### src/rtl/dlx_ctrl_fsm.sv
// dlx_ctrl_fsm - multi-cycle DLX control FSM.
//
// Sequences one DLX instruction at a time through fetch, decode, execute,
// memory access and write-back. It supports R-type and I-type ALU ops,
// LW/SW, BEQZ/BNEZ and JR. Every datapath enable and memory strobe is a
// Moore output, decoded from the state register alone.
//
// Ports:
//   CLK, RESET          clock (rising edge); asynchronous active-high reset
//   STEP_EN             starts one instruction from INIT
//   CONT_MODE           1: on completion go straight to FETCH instead of INIT
//   OPCODE              IR[31:26]; stable outside FETCH
//   AEQZ                register A == 0
//   BUSY                memory busy
//   IR_EN..MDR_EN       register load enables
//   MDR_SEL, C_SEL      MDR / C source selects
//   ALU_IMM, ALU_ADD    ALU operand-2 immediate, forced add
//   GPR_WE, DST_SEL     GPR write enable, destination (0 rd, 1 rt)
//   PC_STEP, PC_LOAD    PC <= PC+4, PC <= (PC_SRC ? A : ALU)
//   PC_SRC, ADDR_SEL    PC load source, memory address source (0 PC, 1 MAR)
//   MR, MW, REQ         memory read, memory write, REQ = MR | MW
//   IN_INIT             state is INIT or HALT
//   STATE_O             current 4-bit state code
//   TIMEOUT_ERR         sticky memory-timeout flag
//
// Build option: define MEM_TIMEOUT_EN to abort any memory wait that lasts
// TIMEOUT_CYC busy cycles. The abort goes to HALT and sets TIMEOUT_ERR.
// Without this option the FSM waits on BUSY indefinitely and TIMEOUT_ERR is 0.
module dlx_ctrl_fsm #(
  parameter int unsigned          OPCODE_W    = 6,
  parameter logic [OPCODE_W-1:0]  LW_OP       = 6'h23,
  parameter logic [OPCODE_W-1:0]  SW_OP       = 6'h2B,
  parameter logic [OPCODE_W-1:0]  SPECIAL_OP  = 6'h00,
  parameter logic [OPCODE_W-1:0]  ALUI_LO     = 6'h08,
  parameter logic [OPCODE_W-1:0]  ALUI_HI     = 6'h0F,
  parameter logic [OPCODE_W-1:0]  BEQZ_OP     = 6'h04,
  parameter logic [OPCODE_W-1:0]  BNEZ_OP     = 6'h05,
  parameter logic [OPCODE_W-1:0]  JR_OP       = 6'h12,
  parameter int unsigned          TIMEOUT_CYC = 64
) (
  input  logic                CLK,
  input  logic                RESET,
  input  logic                STEP_EN,
  input  logic                CONT_MODE,
  input  logic [OPCODE_W-1:0] OPCODE,
  input  logic                AEQZ,
  input  logic                BUSY,
  output logic                IR_EN,
  output logic                A_EN,
  output logic                B_EN,
  output logic                C_EN,
  output logic                MAR_EN,
  output logic                MDR_EN,
  output logic                MDR_SEL,
  output logic                C_SEL,
  output logic                ALU_IMM,
  output logic                ALU_ADD,
  output logic                GPR_WE,
  output logic                DST_SEL,
  output logic                PC_STEP,
  output logic                PC_LOAD,
  output logic                PC_SRC,
  output logic                ADDR_SEL,
  output logic                MR,
  output logic                MW,
  output logic                REQ,
  output logic                IN_INIT,
  output logic [3:0]          STATE_O,
  output logic                TIMEOUT_ERR
);

  typedef enum logic [3:0] {
    S_INIT   = 4'd0,
    S_FETCH  = 4'd1,
    S_DECODE = 4'd2,
    S_HALT   = 4'd3,
    S_ALU    = 4'd4,
    S_ALUI   = 4'd5,
    S_ADDR   = 4'd6,
    S_LOAD   = 4'd7,
    S_COPY   = 4'd8,
    S_SPREP  = 4'd9,
    S_STORE  = 4'd10,
    S_WBR    = 4'd11,
    S_WBI    = 4'd12,
    S_BRANCH = 4'd13,
    S_BTAKEN = 4'd14,
    S_JR     = 4'd15
  } state_t;

  state_t state_q, state_d;
  state_t done_st;
  logic   mem_wait;

  // Completion target, shared by every instruction's last state.
  assign done_st  = CONT_MODE ? S_FETCH : S_INIT;
  assign mem_wait = (state_q == S_FETCH) || (state_q == S_LOAD) || (state_q == S_STORE);

`ifdef MEM_TIMEOUT_EN
  localparam int unsigned CNT_W = $clog2(TIMEOUT_CYC + 1);
  localparam logic [CNT_W-1:0] CNT_LAST = CNT_W'(TIMEOUT_CYC - 1);

  logic [CNT_W-1:0] cnt_q, cnt_d;
  logic             err_q, err_d;
`endif

  // Next-state logic
  always_comb begin
    state_d = state_q;
`ifdef MEM_TIMEOUT_EN
    cnt_d = '0;
    err_d = err_q;
`endif
    unique case (state_q)
      S_INIT:   if (STEP_EN) state_d = S_FETCH;
      S_FETCH:  if (!BUSY) state_d = S_DECODE;
      S_DECODE: begin
        if (OPCODE == SPECIAL_OP)                           state_d = S_ALU;
        else if ((OPCODE >= ALUI_LO) && (OPCODE <= ALUI_HI)) state_d = S_ALUI;
        else if ((OPCODE == LW_OP) || (OPCODE == SW_OP))     state_d = S_ADDR;
        else if ((OPCODE == BEQZ_OP) || (OPCODE == BNEZ_OP)) state_d = S_BRANCH;
        else if (OPCODE == JR_OP)                            state_d = S_JR;
        else                                                 state_d = S_HALT;
      end
      S_HALT:   state_d = S_HALT;
      S_ALU:    state_d = S_WBR;
      S_ALUI:   state_d = S_WBI;
      S_ADDR:   state_d = (OPCODE == LW_OP) ? S_LOAD : S_SPREP;
      S_LOAD:   if (!BUSY) state_d = S_COPY;
      S_COPY:   state_d = S_WBI;
      S_SPREP:  state_d = S_STORE;
      S_STORE:  if (!BUSY) state_d = done_st;
      S_WBR:    state_d = done_st;
      S_WBI:    state_d = done_st;
      S_BRANCH: begin
        if ((OPCODE == BEQZ_OP) ? AEQZ : !AEQZ) state_d = S_BTAKEN;
        else                                   state_d = done_st;
      end
      S_BTAKEN: state_d = done_st;
      S_JR:     state_d = done_st;
      default:  state_d = S_INIT;
    endcase
`ifdef MEM_TIMEOUT_EN
    // The counter holds 0 outside memory waits, so every entry to
    // FETCH/LOAD/STORE starts the count from zero.
    if (mem_wait && BUSY) begin
      if (cnt_q == CNT_LAST) begin
        state_d = S_HALT;
        err_d   = 1'b1;
      end else begin
        cnt_d = cnt_q + 1'b1;
      end
    end
`endif
  end

  always_ff @(posedge CLK or posedge RESET) begin
    if (RESET) begin
      state_q <= S_INIT;
    end else begin
      state_q <= state_d;
    end
  end

`ifdef MEM_TIMEOUT_EN
  always_ff @(posedge CLK or posedge RESET) begin
    if (RESET) begin
      cnt_q <= '0;
      err_q <= 1'b0;
    end else begin
      cnt_q <= cnt_d;
      err_q <= err_d;
    end
  end

  assign TIMEOUT_ERR = err_q;
`else
  assign TIMEOUT_ERR = 1'b0;
`endif

  // Moore output decode
  always_comb begin
    IR_EN    = 1'b0;
    A_EN     = 1'b0;
    B_EN     = 1'b0;
    C_EN     = 1'b0;
    MAR_EN   = 1'b0;
    MDR_EN   = 1'b0;
    MDR_SEL  = 1'b0;
    C_SEL    = 1'b0;
    ALU_IMM  = 1'b0;
    ALU_ADD  = 1'b0;
    GPR_WE   = 1'b0;
    DST_SEL  = 1'b0;
    PC_STEP  = 1'b0;
    PC_LOAD  = 1'b0;
    PC_SRC   = 1'b0;
    ADDR_SEL = 1'b0;
    MR       = 1'b0;
    MW       = 1'b0;
    unique case (state_q)
      S_FETCH:  begin MR = 1'b1; IR_EN = 1'b1; end
      S_DECODE: begin A_EN = 1'b1; B_EN = 1'b1; PC_STEP = 1'b1; end
      S_ALU:    C_EN = 1'b1;
      S_ALUI:   begin C_EN = 1'b1; ALU_IMM = 1'b1; end
      S_ADDR:   begin MAR_EN = 1'b1; ALU_IMM = 1'b1; ALU_ADD = 1'b1; end
      S_LOAD:   begin MR = 1'b1; ADDR_SEL = 1'b1; MDR_EN = 1'b1; end
      S_COPY:   begin C_EN = 1'b1; C_SEL = 1'b1; end
      S_SPREP:  begin MDR_EN = 1'b1; MDR_SEL = 1'b1; end
      S_STORE:  begin MW = 1'b1; ADDR_SEL = 1'b1; end
      S_WBR:    GPR_WE = 1'b1;
      S_WBI:    begin GPR_WE = 1'b1; DST_SEL = 1'b1; end
      S_BTAKEN: begin PC_LOAD = 1'b1; ALU_IMM = 1'b1; ALU_ADD = 1'b1; end
      S_JR:     begin PC_LOAD = 1'b1; PC_SRC = 1'b1; end
      default:  ;
    endcase
  end

  assign REQ     = mem_wait;
  assign IN_INIT = (state_q == S_INIT) || (state_q == S_HALT);
  assign STATE_O = state_q;

endmodule
### config.mk
export PLATFORM = sky130hd
export DESIGN_NAME = dlx_ctrl_fsm
export DESIGN_NICKNAME = d
export VERILOG_FILES = /design/src/rtl/dlx_ctrl_fsm.sv
export SDC_FILE = /design/constraint.sdc
export NUM_CORES = 1
export LEC_CHECK = 0
export CAP_MARGIN = 5
export CORE_MARGIN = 3
export CORE_UTILIZATION = 42
export CTS_BUF_LIST = sky130_fd_sc_hd__clkbuf_8
export DETAILED_ROUTE_END_ITERATION = 8
export PLACE_DENSITY = 0.82
export SYNTH_ARGS = -nofsm -noshare
export SYNTH_HDL_FRONTEND = slang
export SYNTH_SLANG_ARGS = --single-unit
### constraint.sdc
create_clock -name CLK -period 1.8 [get_ports CLK]
set_input_delay 0.36 -clock CLK [delete_from_list [all_inputs] [get_ports CLK]]
set_output_delay 0.36 -clock CLK [all_outputs]
set_load 0.05 [all_outputs]
==> results of run 1 <==
-- through the flow --
stage | TNS [ns] | instances | hold WS [ns] | setup slack [ns]
3_3_place_gp | -0.591 | 187 | 0.555 | -0.182
2_1_floorplan | -0.835 | 122 | 0.126 | -0.131
-- kinds of logic after synthesis --
kind of cell	Yosys count	synth area share (%)
and+or+nand+nor	65	46.6
AOI/OAI and AO/OA	32	27.4
buffers and inverters	19	11.5
DFF	4	12.9
xor gates and xnor gates	1	1.13
other	1	0.483
==> flow_summary.json, run 1 <==
{
  "status": "aborted with a tool error",
  "haltStage": "detailed placement",
  "firstError": "[ERROR DPL-0033] detailed placement checks failed during check placement.",
  "synth_fp_nets": 134,
  "die_width_um": 49.0,
  "ys_top_cells_by_area": "dfrtp_1, nor2_1, o21ai_0",
  "dp_hpwl_um": 3540,
  "yosysSeqAreaShare_pct": 12.9,
  "synth-seq-cells": 4,
  "avgSynthCellArea_um2": 6.36,
  "synth.distinct_cells": 40,
  "syn-instance-count": 122,
  "ys_top_cells_by_count": "nor2_1, nand2_1, o21ai_0",
  "synth_area_um2": 776,
  "io_buffers": 35,
  "yosysTopAreaCell": "dfrtp_1",
  "synth_edf_count": 0,
  "synth_top_flop_cell": "dfrtp_1",
  "ys_warn_count": 0,
  "num_rows": 14,
  "yosys.cell_count.top_type": "nor2_1",
  "dieHeight_um": 49.0,
  "place.gp.congestion": 0.916,
  "ys_async_sr_fraction_pct": 100,
  "initial_core_util_pct": 48.1,
  "boundaryPins": 37,
  "yosysTopAreaCellShare_pct": 12.9
}
==> run 2: changes to the inputs <==
- CORE_AREA: not set -> 3 3 64 66
- CORE_MARGIN: 3 -> not set
- CORE_UTILIZATION: 42 -> not set
- CTS_BUF_LIST: sky130_fd_sc_hd__clkbuf_8 -> not set
- DIE_AREA: not set -> 0 0 67 69
- PLACE_DENSITY: 0.82 -> not set
- PLACE_DENSITY_LB_ADDON: not set -> 0.15
==> run 2 against run 1 <==
Against the previous run: the flow now finishes, with violations (setup timing); synthesized area unchanged; synthesized cell count unchanged.
==> flow_summary.json, run 2 <==
{
  "status": "finished, violations left",
  "violations": "setup timing",
  "power_density_mw_per_mm2": 1840,
  "dr.pass1.iters": 4,
  "boundaryPins": 37,
  "p_comb_share_pct": 87.9,
  "drt-wirelength-per-cell_um": 14.0,
  "synth.distinct_cells": 40,
  "diodes": 0,
  "clk_pin_slew_ns": 0.03,
  "dp_hpwl_um": 2460,
  "max_freq_ghz": 0.544,
  "layout_commonest_cell": "buf_4",
  "grt_pass1_vias": 1080,
  "swShare_pct": 51.7,
  "worstPathArrival_ns": 1.48,
  "fin_area_mm2": 0.00187,
  "grt_use_met1_pct": 16.1,
  "finalCriticalPeriod_ns": 1.84,
  "p_seq_share_pct": 6.6,
  "initial_core_util_pct": 21.3,
  "use_met3_pct": 1.30,
  "ys_async_sr_fraction_pct": 100,
  "die_width_um": 67,
  "place.gp.congestion": 0.835,
  "critPathBufInv": 1,
  "post-route-period-util_pct": 102,
  "dp_slack_ns": -0.234,
  "yosys.cell_count.top_type": "nor2_1",
  "drv_slew": 0,
  "crit_family": "simple AND/OR/NAND/NOR gates",
  "p_switching_w": 0.00178,
  "syn-instance-count": 122,
  "crit_required_ns": 1.44,
  "yosysTopAreaCellShare_pct": 12.9,
  "finalHoldViolCount": 0,
  "yosysTopAreaCell": "dfrtp_1",
  "root_buffer": "clkbuf_8",
  "setup_viol": 1,
  "flow.area_growth_from_synthesis_pct": 141,
  "drt.antenna.violating_nets": 0,
  "synth-seq-cells": 4,
  "dieHeight_um": 69,
  "ys_warn_count": 0,
  "finalPower_w": 0.00345,
  "drive_gt1_share_pct": 58.2,
  "grt_use_total_pct": 13.6,
  "vias": 1102,
  "insertion_delay_ns": 0.22,
  "fin_skew_ns": 0.00110,
  "placed_cell_area_mm2": 0.00166,
  "cts_tree": "built",
  "max_cap_viol_count": 0,
  "hold_path_class": "input pin to async pin",
  "crit_type": "flop to output port",
  "ctsHoldBuffers": 0,
  "fin_ws_ns": -0.0368,
  "cts_buffers": 3,
  "htree_levels": 1,
  "p_int_w": 0.00167,
  "synth_fp_nets": 134,
  "clkPwrFrac_pct": 5.5,
  "final_nets": 191,
  "io_buffers": 35,
  "cp_slowest_cell": "dfrtp_2",
  "drt_iter0_drc": 33,
  "drc": 0,
  "ir_drop_mv": 0.816,
  "gr-max-usage-layer": "met2",
  "crit_chain": "or3b_4 > o21ai_4 > and2_4 > buf_12",
  "grt_pass1_wl_um": 4960,
  "largest_register_ffs": 4,
  "ys_top_cells_by_count": "nor2_1, nand2_1, o21ai_0",
  "num_rows": 22,
  "final_cell_mix": "buf_4, buf_12, nor2_4",
  "grt_max_degree": 17,
  "overflow": 0,
  "wl_um": 3160,
  "critPathLaunchType": "flop",
  "cp_slowest_stage_delay_ns": 0.45,
  "final_core_util_pct": 51.5,
  "synth_edf_count": 0,
  "avgSynthCellArea_um2": 6.36,
  "synth_area_um2": 776,
  "grt_use_met2_pct": 23.3,
  "synth_top_flop_cell": "dfrtp_1",
  "cp-end-kind": "output port",
  "yosysSeqAreaShare_pct": 12.9,
  "rsz0062_at_grt": "true",
  "core-area_mm2": 0.00363,
  "cp_max_fo": 7,
  "clock-sinks": 4,
  "antenna_found_initial": 0,
  "cts_buffer_depth": 2,
  "ys_top_cells_by_area": "dfrtp_1, nor2_1, o21ai_0",
  "p_leak_nw": 0.742,
  "via_per_inst": 4.90,
  "die-area_mm2": 0.00462
}
run 2: final timing paths:
path	startpoint	to	slack [ns]	cells after the start
max in group asynchronous	RESET	STATE_O[1]	1.31	2
worst max register to register	STATE_O[1]	STATE_O[3]	0.09	6
worst min register to register	STATE_O[0]	STATE_O[1]	0.72	2
min in group CLK	STATE_O[0]	STATE_O[1]	0.72	2
worst min-delay path	RESET	STATE_O[1]	0.33	2
worst max-delay path	STATE_O[0]	ADDR_SEL	-0.04	4
run 2: what timing repair did:
action	in CTS	in global routing
pin swaps	3	5
setup buffers	2	6
gates resized for setup	16	18
setup endpoints to repair	16	15
run 2: logic make-up (layout without fill, tap and decap cells):
kind of cell    Yosys count  count (layout)  share of synthesized area (%)
simple gates             65              65                           46.6
compound gates           32              32                           27.4
buf+inv                  19              74                           11.5
other cells               1               1                          0.483
xor+xnor                  1               1                           1.13
flops                     4               4                           12.9
run 2: worst reg2reg max path, stage by stage (launching register included):
cell and delay, ns:
dfrtp_4 0.52, buf_4 0.17, nand4b_1 0.24, nor4_2 0.28, buf_4 0.15, nor2_1 0.04, a32oi_1 0.21
run 2: cell type report:
class	count	area, um2
Fill cell	350	1760
Clock buffer	3	41.3
Timing Repair Buffer	64	825
Tap cell	48	60.1
Sequential cell	4	108
Multi-Input combinational cell	99	811
Inverter	7	26.3
run 2: through the flow:
| step | std cells | setup TNS, ns | hold slack (ns) |
|---|---|---|---|
| after CTS | 219 | -0.227 | 0.334 |
| after global placement | 214 | -0.789 | 0.559 |
| after floorplan | 122 | -0.835 | 0.126 |
| after global routing | 225 | -0.150 | 0.357 |
| final | 225 | -0.0368 | 0.326 |
| after detailed placement | 214 | -0.810 | 0.566 |
run 2: layer usage:
layer / vias to the layer above / share of wire, % / routed length [um]
met5: - / 0 / 0
li1: 547 / - / -
met4: 0 / 2.1 / 65
met1: 510 / 39 / 1250
met3: 7 / 5.7 / 181
met2: 38 / 53 / 1660
run 2: power groups by stage:
| stage | Clock, W | Combinational (W) | Sequential, W |
|---|---|---|---|
| 3_3_place_gp | 0 | 0.00271 | 0.000250 |
| 2_1_floorplan | 0 | 0.00163 | 0.000299 |
| 5_1_grt | 0.000198 | 0.00318 | 0.000236 |
| 4_1_cts | 0.000194 | 0.00284 | 0.000243 |
| 3_5_place_dp | 0 | 0.00271 | 0.000250 |
| 6_report | 0.000191 | 0.00303 | 0.000227 |
No activity file was read; power rests on OpenSTA's default activity.
